## src/rtl/regbank_dump_sequencer_pkg.sv

```systemverilog
// Shared definitions for the register-bank debug dump path: FSM states and
// word/byte sizing helpers.
package regbank_dump_sequencer_pkg;

  typedef enum logic [2:0] {
    StIdle = 3'd0,
    StReq  = 3'd1,
    StWait = 3'd2,
    StSend = 3'd3,
    StNext = 3'd4,
    StDone = 3'd5
  } dump_state_e;

  localparam int unsigned NB_DATA_DEF = 32;
  localparam int unsigned NB_BYTE_DEF = 8;

  function automatic int unsigned bytes_per_word(input int unsigned nb_data,
                                                 input int unsigned nb_byte);
    return nb_data / nb_byte;
  endfunction

  // Keep at least one bit so a single-byte word still has a legal counter.
  function automatic int unsigned byte_cnt_width(input int unsigned bpw);
    return (bpw > 1) ? $clog2(bpw) : 1;
  endfunction

  localparam int unsigned BYTES_PER_WORD = bytes_per_word(NB_DATA_DEF, NB_BYTE_DEF);
  localparam int unsigned NB_BYTE_CNT    = byte_cnt_width(BYTES_PER_WORD);

endpackage

```

## src/rtl/regbank_dump_sequencer_word_serializer.sv

```systemverilog
// Word serializer: splits a loaded word into bytes, LSB first, over a
// valid/ready handshake and flags the final byte transfer.
module regbank_dump_sequencer_word_serializer
  import regbank_dump_sequencer_pkg::*;
#(
  parameter int unsigned NB_DATA = NB_DATA_DEF,
  parameter int unsigned NB_BYTE = NB_BYTE_DEF
) (
  input  logic               i_clock,
  input  logic               i_reset,
  input  logic               i_clear,
  input  logic               i_load,
  input  logic [NB_DATA-1:0] i_word,
  input  logic               i_ready,
  output logic               o_valid,
  output logic [NB_BYTE-1:0] o_data,
  output logic               o_last
);

  localparam int unsigned BPW    = bytes_per_word(NB_DATA, NB_BYTE);
  localparam int unsigned NB_CNT = byte_cnt_width(BPW);
  localparam logic [NB_CNT-1:0] LAST_BYTE = NB_CNT'(BPW - 1);

  logic [NB_DATA-1:0] shift_q, shift_d;
  logic [NB_CNT-1:0]  cnt_q, cnt_d;
  logic               valid_q, valid_d;
  logic               xfer;

  always_ff @(posedge i_clock) begin
    if (i_reset) begin
      shift_q <= '0;
      cnt_q   <= '0;
      valid_q <= 1'b0;
    end else begin
      shift_q <= shift_d;
      cnt_q   <= cnt_d;
      valid_q <= valid_d;
    end
  end

  // Clear (abort) outranks a transfer happening on the same edge.
  always_comb begin
    shift_d = shift_q;
    cnt_d   = cnt_q;
    valid_d = valid_q;
    xfer    = valid_q & i_ready;
    o_last  = 1'b0;
    if (i_clear) begin
      shift_d = '0;
      cnt_d   = '0;
      valid_d = 1'b0;
    end else if (i_load) begin
      shift_d = i_word;
      cnt_d   = '0;
      valid_d = 1'b1;
    end else if (xfer) begin
      shift_d = shift_q >> NB_BYTE;
      cnt_d   = cnt_q + 1'b1;
      if (cnt_q == LAST_BYTE) begin
        valid_d = 1'b0;
        o_last  = 1'b1;
      end
    end
  end

  assign o_valid = valid_q;
  assign o_data  = valid_q ? shift_q[NB_BYTE-1:0] : '0;

endmodule

```

## src/rtl/regbank_dump_sequencer.sv

```systemverilog
// Debug dump sequencer: halts the pipeline, reads every bank register in
// order and streams each word out as bytes, then pulses done.
module regbank_dump_sequencer
  import regbank_dump_sequencer_pkg::*;
#(
  parameter int unsigned NB_DATA    = NB_DATA_DEF,
  parameter int unsigned NB_ADDR    = 5,
  parameter int unsigned BANK_DEPTH = 32,
  parameter int unsigned NB_BYTE    = NB_BYTE_DEF
) (
  input  logic               i_clock,
  input  logic               i_reset,
  input  logic               i_start,
  input  logic               i_abort,
  input  logic [NB_DATA-1:0] i_rb_data,
  input  logic               i_tx_ready,
  output logic               o_rb_read_enable,
  output logic [NB_ADDR-1:0] o_rb_read_address,
  output logic               o_halt,
  output logic               o_tx_valid,
  output logic [NB_BYTE-1:0] o_tx_data,
  output logic               o_busy,
  output logic               o_done
);

  localparam logic [NB_ADDR-1:0] LAST_ADDR = NB_ADDR'(BANK_DEPTH - 1);

  dump_state_e        state_q, state_d;
  logic [NB_ADDR-1:0] addr_q, addr_d;
  logic               word_last;

  always_ff @(posedge i_clock) begin
    if (i_reset) begin
      state_q <= StIdle;
      addr_q  <= '0;
    end else begin
      state_q <= state_d;
      addr_q  <= addr_d;
    end
  end

  // Abort forces IDLE from anywhere; in IDLE it also masks a same-cycle start.
  always_comb begin
    state_d = state_q;
    addr_d  = addr_q;
    if (i_abort) begin
      state_d = StIdle;
    end else begin
      unique case (state_q)
        StIdle: begin
          if (i_start) begin
            state_d = StReq;
            addr_d  = '0;
          end
        end
        StReq:  state_d = StWait;
        StWait: state_d = StSend;
        StSend: begin
          if (word_last) state_d = StNext;
        end
        StNext: begin
          if (addr_q == LAST_ADDR) begin
            state_d = StDone;
          end else begin
            addr_d  = addr_q + 1'b1;
            state_d = StReq;
          end
        end
        StDone:  state_d = StIdle;
        default: state_d = StIdle;
      endcase
    end
  end

  regbank_dump_sequencer_word_serializer #(
    .NB_DATA (NB_DATA),
    .NB_BYTE (NB_BYTE)
  ) u_word_serializer (
    .i_clock (i_clock),
    .i_reset (i_reset),
    .i_clear (i_abort),
    .i_load  (state_q == StWait),
    .i_word  (i_rb_data),
    .i_ready (i_tx_ready),
    .o_valid (o_tx_valid),
    .o_data  (o_tx_data),
    .o_last  (word_last)
  );

  assign o_busy            = (state_q != StIdle);
  assign o_halt            = o_busy;
  assign o_done            = (state_q == StDone);
  assign o_rb_read_enable  = (state_q == StReq) || (state_q == StWait);
  assign o_rb_read_address = o_busy ? addr_q : '0;

endmodule

```

## config.mk

```make
export PLATFORM = sky130hd
export DESIGN_NAME = regbank_dump_sequencer
export DESIGN_NICKNAME = d
export VERILOG_FILES = /design/src/rtl/regbank_dump_sequencer_pkg.sv /design/src/rtl/regbank_dump_sequencer_word_serializer.sv /design/src/rtl/regbank_dump_sequencer.sv
export SDC_FILE = /design/constraint.sdc
export NUM_CORES = 1
export LEC_CHECK = 0
export BUFFER_PORTS_ARGS = -buffer_cell sky130_fd_sc_hd__buf_2
export CAP_MARGIN = 15
export CORE_MARGIN = 5
export CORE_UTILIZATION = 51
export DETAILED_ROUTE_END_ITERATION = 7
export PLACE_DENSITY = 0.84
export SLEW_MARGIN = 20
export SYNTH_ARGS = -nofsm -noshare
export SYNTH_HDL_FRONTEND = slang
export SYNTH_HIERARCHICAL = 1
export SYNTH_SLANG_ARGS = --single-unit
export TNS_END_PERCENT = 5
```

## constraint.sdc

```tcl
create_clock -name i_clock -period 2 [get_ports i_clock]
set_input_delay 0.2 -clock i_clock [delete_from_list [all_inputs] [get_ports i_clock]]
set_output_delay 0.2 -clock i_clock [all_outputs]
set_load 0.02 [all_outputs]
```

* Word-level counts from Yosys, hierarchy flattened
Cells that the tools add are included.
Storage, ports and cells: output and inout port bits 18, word-level logic and storage cells 48, bits in registers 43, bits of input ports 37
Cells by class: add/subtract/negate cells 2, mux-type cells 18, reductions and logical operators 11, eq/ne operators 10, bitwise gates (word level) 2
Operators by type and width (number):
- 32-bit 2-to-1 mux | 2
- 5-bit 2-to-1 mux | 3
- 3-bit one-hot mux with 5 select lines | 1
- 5-bit one-hot mux with 2 select lines | 1
- 3-bit 2-to-1 mux | 3
- 8-bit 2-to-1 mux | 1
- 1-bit 2-to-1 mux | 7
- 3-bit by 2-bit == test with 1-bit output, second input constant | 2
- 3-bit == test, second input constant | 2
- 2-bit nonzero test | 3
- 5-bit by 1-bit adder with 5-bit output, second input constant | 1
- 5-bit == test, second input constant | 1
- 2-bit inequality test, second input constant | 2
- 2-bit AND reduction | 2
- 4-bit AND reduction | 1
- 3-bit by 1-bit == test with 1-bit output, second input constant | 1
- 3-bit zero test | 1
- 3-bit nonzero test | 1
- 3-bit OR reduction | 1
- 2-bit by 1-bit adder with 2-bit output, second input constant | 1
- 2-bit == test, second input constant | 1
- 2-bit by 1-bit inequality test with 1-bit output, second input constant | 1
- 2-bit OR reduction | 1
- 1-bit bitwise AND | 1
- 2 further kinds | 2

* Longest topological paths before layout
depth in word-level cells 7, gate-level depth with buffers 10, mapped depth without buffers 7

* By module
The synthesis kept the hierarchy.
Modules (own cells, without submodules):
- regbank_dump_sequencer_word_serializer | instances 1, area each 1770.4 µm², seq. area each 700.7 µm², cells an instance 197
- regbank_dump_sequencer | instances 1, area each 498.0 µm², seq. area each 160.2 µm², cells an instance 63

* Worst setup path before layout
OpenSTA, ideal clock, no wires.
path type register to register, start point register state_q[1], end point register state_q[2], clock period less this slack 1.734 ns, path slack 0.266 ns, stages on the path, launching flop included 11, buffers on the path 3, library setup time 0.078 ns, arrival time 1.657 ns, required time 1.922 ns, path through dfxtp_1 buf_2 inv_1 nor3_1 buf_4 clkbuf_1 nor4b_1 nand2_1 nor3_1 a21oi_1 nor3_1
Between the ends: longest elaborated chain between the ends 5, elaborated cells on any way between the ends 11, classes of those cells 6 x eq/ne; 3 x mux; 2 x reduce/logical
RTL lines:
- from (decl) | line regbank_dump_sequencer.sv:28 | dump_state_e state_q, state_d;
- from (signal assigned) | line regbank_dump_sequencer.sv:34 | state_q <= StIdle;
- from (signal assigned) | line regbank_dump_sequencer.sv:37 | state_q <= state_d;
- 3-bit by 2-bit == test with 1-bit output | line regbank_dump_sequencer.sv:82 | .i_load (state_q == StWait),
- 1-bit 2-to-1 mux | line regbank_dump_sequencer_word_serializer.sv:52 | end else if (i_load) begin
- 1-bit 2-to-1 mux | line regbank_dump_sequencer_word_serializer.sv:48 | if (i_clear) begin
- via word_last | line regbank_dump_sequencer.sv:30 | logic word_last;
- 2-bit by 1-bit inequality test with 1-bit output (no line)
- 2-bit AND reduction (no line)
The timed path passes the listed nets, and every way through them passes these cells. A chain may end at the register's enable or synchronous reset.

* Worst setup path after layout
start point register addr_q[0], end point register addr_q[2]
Between the ends: longest elaborated chain between the ends 3, elaborated cells on any way between the ends 6, classes of those cells 1 x add/sub; 2 x eq/ne; 2 x mux; 1 x reduce/logical
RTL lines:
- from (decl) | line regbank_dump_sequencer.sv:29 | logic [NB_ADDR-1:0] addr_q, addr_d;
- from (signal assigned) | line regbank_dump_sequencer.sv:38 | addr_q <= addr_d;
- 5-bit by 1-bit adder with 5-bit output / 5-bit == test (equally long branches) | line regbank_dump_sequencer.sv:65, regbank_dump_sequencer.sv:62
- 5-bit 2-to-1 mux / 2-bit inequality test (equally long branches)
- 5-bit one-hot mux with 2 select lines / 4-bit AND reduction (equally long branches)
Parallel ways exist; a longest one is shown, timed or not. The select of a mux whose other input is x is not followed.

==> results.yml <==
outcome:
  status: "finished, final reports clean"
worst_hold_path:
  whs_path_depth: 3
  hp-class: "in2reg"
route:
  ant_nets: 0
  drtPass1Iterations: 4
  met3_length_um: 231
  drt_wl_total_um: 4826
  vias: 1910
  drt_iter0_drc: 147
  drc: 0
  route.met2.wl_um: 2207
  top_layer: "met4"
  wl_per_cell_um: 13.63
  avgViaCountPerCell: 5.395
  met1Wirelength_um: 2298
placed_design:
  io_buffer_count: 54
  dpl.hpwl_um: 3208
  dp_cells: 346
  preCtsSetupSlack_ps: 177.5
  gp_congestion: 0.8179
layout:
  nNetsFinal: 341
  area_delta_synth_final_pct: 15.11
  diodes: 0
  fin_cells: 354
  fillers: 387
  drive_gt1_frac: 0.3079
worst_setup_path:
  crit_path_max_incr_delay_ps: 350
  endpoint_kind: "flip-flop"
  arrival_ps: 1960
  critical_path_class: "reg2reg"
  cp_max_fo: 5
  crit_required_ps: 2170
  startpoint_type: "flip-flop"
  crit_slowest_cell: "dfxtp_1"
  critical-path-top-delay-family: "compound AO/OA/AOI/OAI gates"
  cp.buffers_inverters: 0
  reg2reg_depth: 7
  worst-path-stages: 7
  crit_path_cell_trace: "ha_1 > and3_1 > ha_1 > nor2b_1 > o21ai_1 > o21ai_0 > a21oi_1"
  crit_top_cell: "ha_1"
clocking:
  htree_num_levels: 2
  cts_buffers: 5
  cts_hold_buf: 0
  postCtsSetupBuffers: 0
  cts_buffer_depth: 2
  clk-insertion-delay-late_ps: 290
  clockRootBuffer: "clkbuf_8"
  clk_pin_slew_ps: 80
  cts_tree: "built"
  cts-resized-gates: 0
  clkSinkCount: 43
yosys:
  synth.most_common_cell: "nor3_1"
  yosys-top-cells-count: "nor3_1, dfxtp_1, nor2b_1"
  ys_warn_count: 6
  synth_edf_count: 0
  ys.flop_type: "dfxtp_1"
  synth_top_area_frac: 0.3795
  synth_cell_types: 34
  synth_cells: 260
  ys_seq_area_frac: 0.3795
  synthArstFlopShare: 0
  avgSynthCellArea_um2: 8.725
  syn_nets: 300
  synth_area_leaders: "dfxtp_1, nor3_1, nor4_2, nor2b_1, a21oi_1"
  synth-seq-cells: 43
  synth_top_area_cell: "dfxtp_1"
  synthesis.area_mm2: 0.002268
die:
  die_w_um: 76.69
  coreArea_mm2: 0.004324
  initial_utilization: 0.5246
  ioPinCount: 55
  fp.dieH_um: 76.69
  row_count: 24
  dieArea_mm2: 0.005881
global_route:
  antenna_found_initial: 0
  grt_start_max_net_pins: 92
  grt-ovfl-total: 0
  grt_pass1_vias: 1798
  grt_pass1_wl_um: 8148
  grtUsageTotal: 0.1651
sta:
  finalSetupViolations: 0
  worst_slack_ps: 212.4
  setup_tns_ps: 0
  skew_ps: 7.071
  max_slew.worst_pin.slew_ps: 460.7
  min_period_over_period: 0.8938
  min_period_ps: 1788
  slew_viol_final: 0
  hold_viol: 0
  slew_headroom: 0.6885
  rsz0062_at_grt: "no"
  fmax_mhz: 559.4
power_and_ir_drop:
  power_uw: 1605
  ir_drop_uv: 423.7
  leakagePower_uw: 0.001005
  power_density_mw_per_mm2: 614.5
run:
  drv_cap: 0
==> registers in the layout, summed over array words and instances (netlist names) <==
signal / flops
u_word_serializer/shift_q: 32
addr_q: 5
state_q: 3
u_word_serializer/o_valid: 1
u_word_serializer/cnt_q: 2
==> where the power goes <==
| group | switching, uW | leakage [uW] | total [uW] | internal, uW |
|---|---|---|---|---|
| Combinational | 72.5 | 0.000608 | 129 | 56.5 |
| Clock | 290 | 0.0000505 | 604 | 314 |
| Sequential | 7.91 | 0.000347 | 872 | 864 |
| Total | 370 | 0.00101 | 1600 | 1230 |
==> per-layer routing <==
metal | GRT usage | vias up
met5 | 0 | -
met4 | 0.06818 | 0
met3 | 0.03864 | 9
met2 | 0.2479 | 47
met1 | 0.2259 | 848
li1 | - | 1006
==> worst register-to-register path: cells and delay by family, from the launching register on <==
kind | cells | cell delay [ps]
compound gates | 3 | 460
fa+ha+maj | 2 | 450
simple gates | 2 | 410
flops | 1 | 350
==> worst paths after layout <==
kind / to / slack (ps) / from
setup reg to reg: addr_q[2]$_SDFFE_PP0P_ / 210 / addr_q[0]$_SDFFE_PP0P_
hold / removal: u_word_serializer/shift_q[25]$_SDFFE_PP0P_ / 150 / i_rb_data[25]
setup / recovery: addr_q[2]$_SDFFE_PP0P_ / 210 / addr_q[0]$_SDFFE_PP0P_
hold reg to reg: u_word_serializer/cnt_q[1]$_SDFFE_PP0P_ / 480 / u_word_serializer/cnt_q[1]$_SDFFE_PP0P_
==> cells in the final DEF (no fill, tap or decap), drive strengths merged, types with 3 or more instances in the layout <==
master,n
dfxtp,43
o21ai,5
clkbuf,7
nand3b,9
nor4,25
and2,9
buf,60
ha,3
a21oi,14
nand2,16
nor2b,30
nor2,4
nor3,56
==> logic make-up (layout without fill, tap and decap cells) <==
group	count (synthesis)	after routing	synth area share
AND/OR/NAND/NOR	158	158	0.4545
flip-flops	43	43	0.3795
buffers and inverters	28	70	0.07336
AO/OA/AOI/OAI	25	25	0.06399
adder cells (fa/ha/maj)	3	3	0.01655
XOR/XNOR	2	2	0.007723
multiplexers	1	1	0.004413
==> cell type report <==
class | count | area, um2 | share of cell area
Inverter | 2 | 7.507 | 0.002875
Tap cell | 52 | 65.06 | 0.02492
Clock inverter | 1 | 7.507 | 0.002875
Timing Repair Buffer | 60 | 327.8 | 0.1255
Clock buffer | 7 | 96.34 | 0.03690
Sequential cell | 43 | 860.8 | 0.3297
Multi-Input combinational cell | 189 | 1246 | 0.4772
==> metrics by stage <==
step	hold slack (ps)	utilization	cell area (um2)
floorplan	272.3	-	2268
global placement	452.2	0.5799	2507
CTS	149.3	0.6039	2611
global route	147.4	0.6039	2611
detailed placement	458.6	0.5799	2507
finish	152.9	0.6039	2611
(Power assumes the default switching activity.)
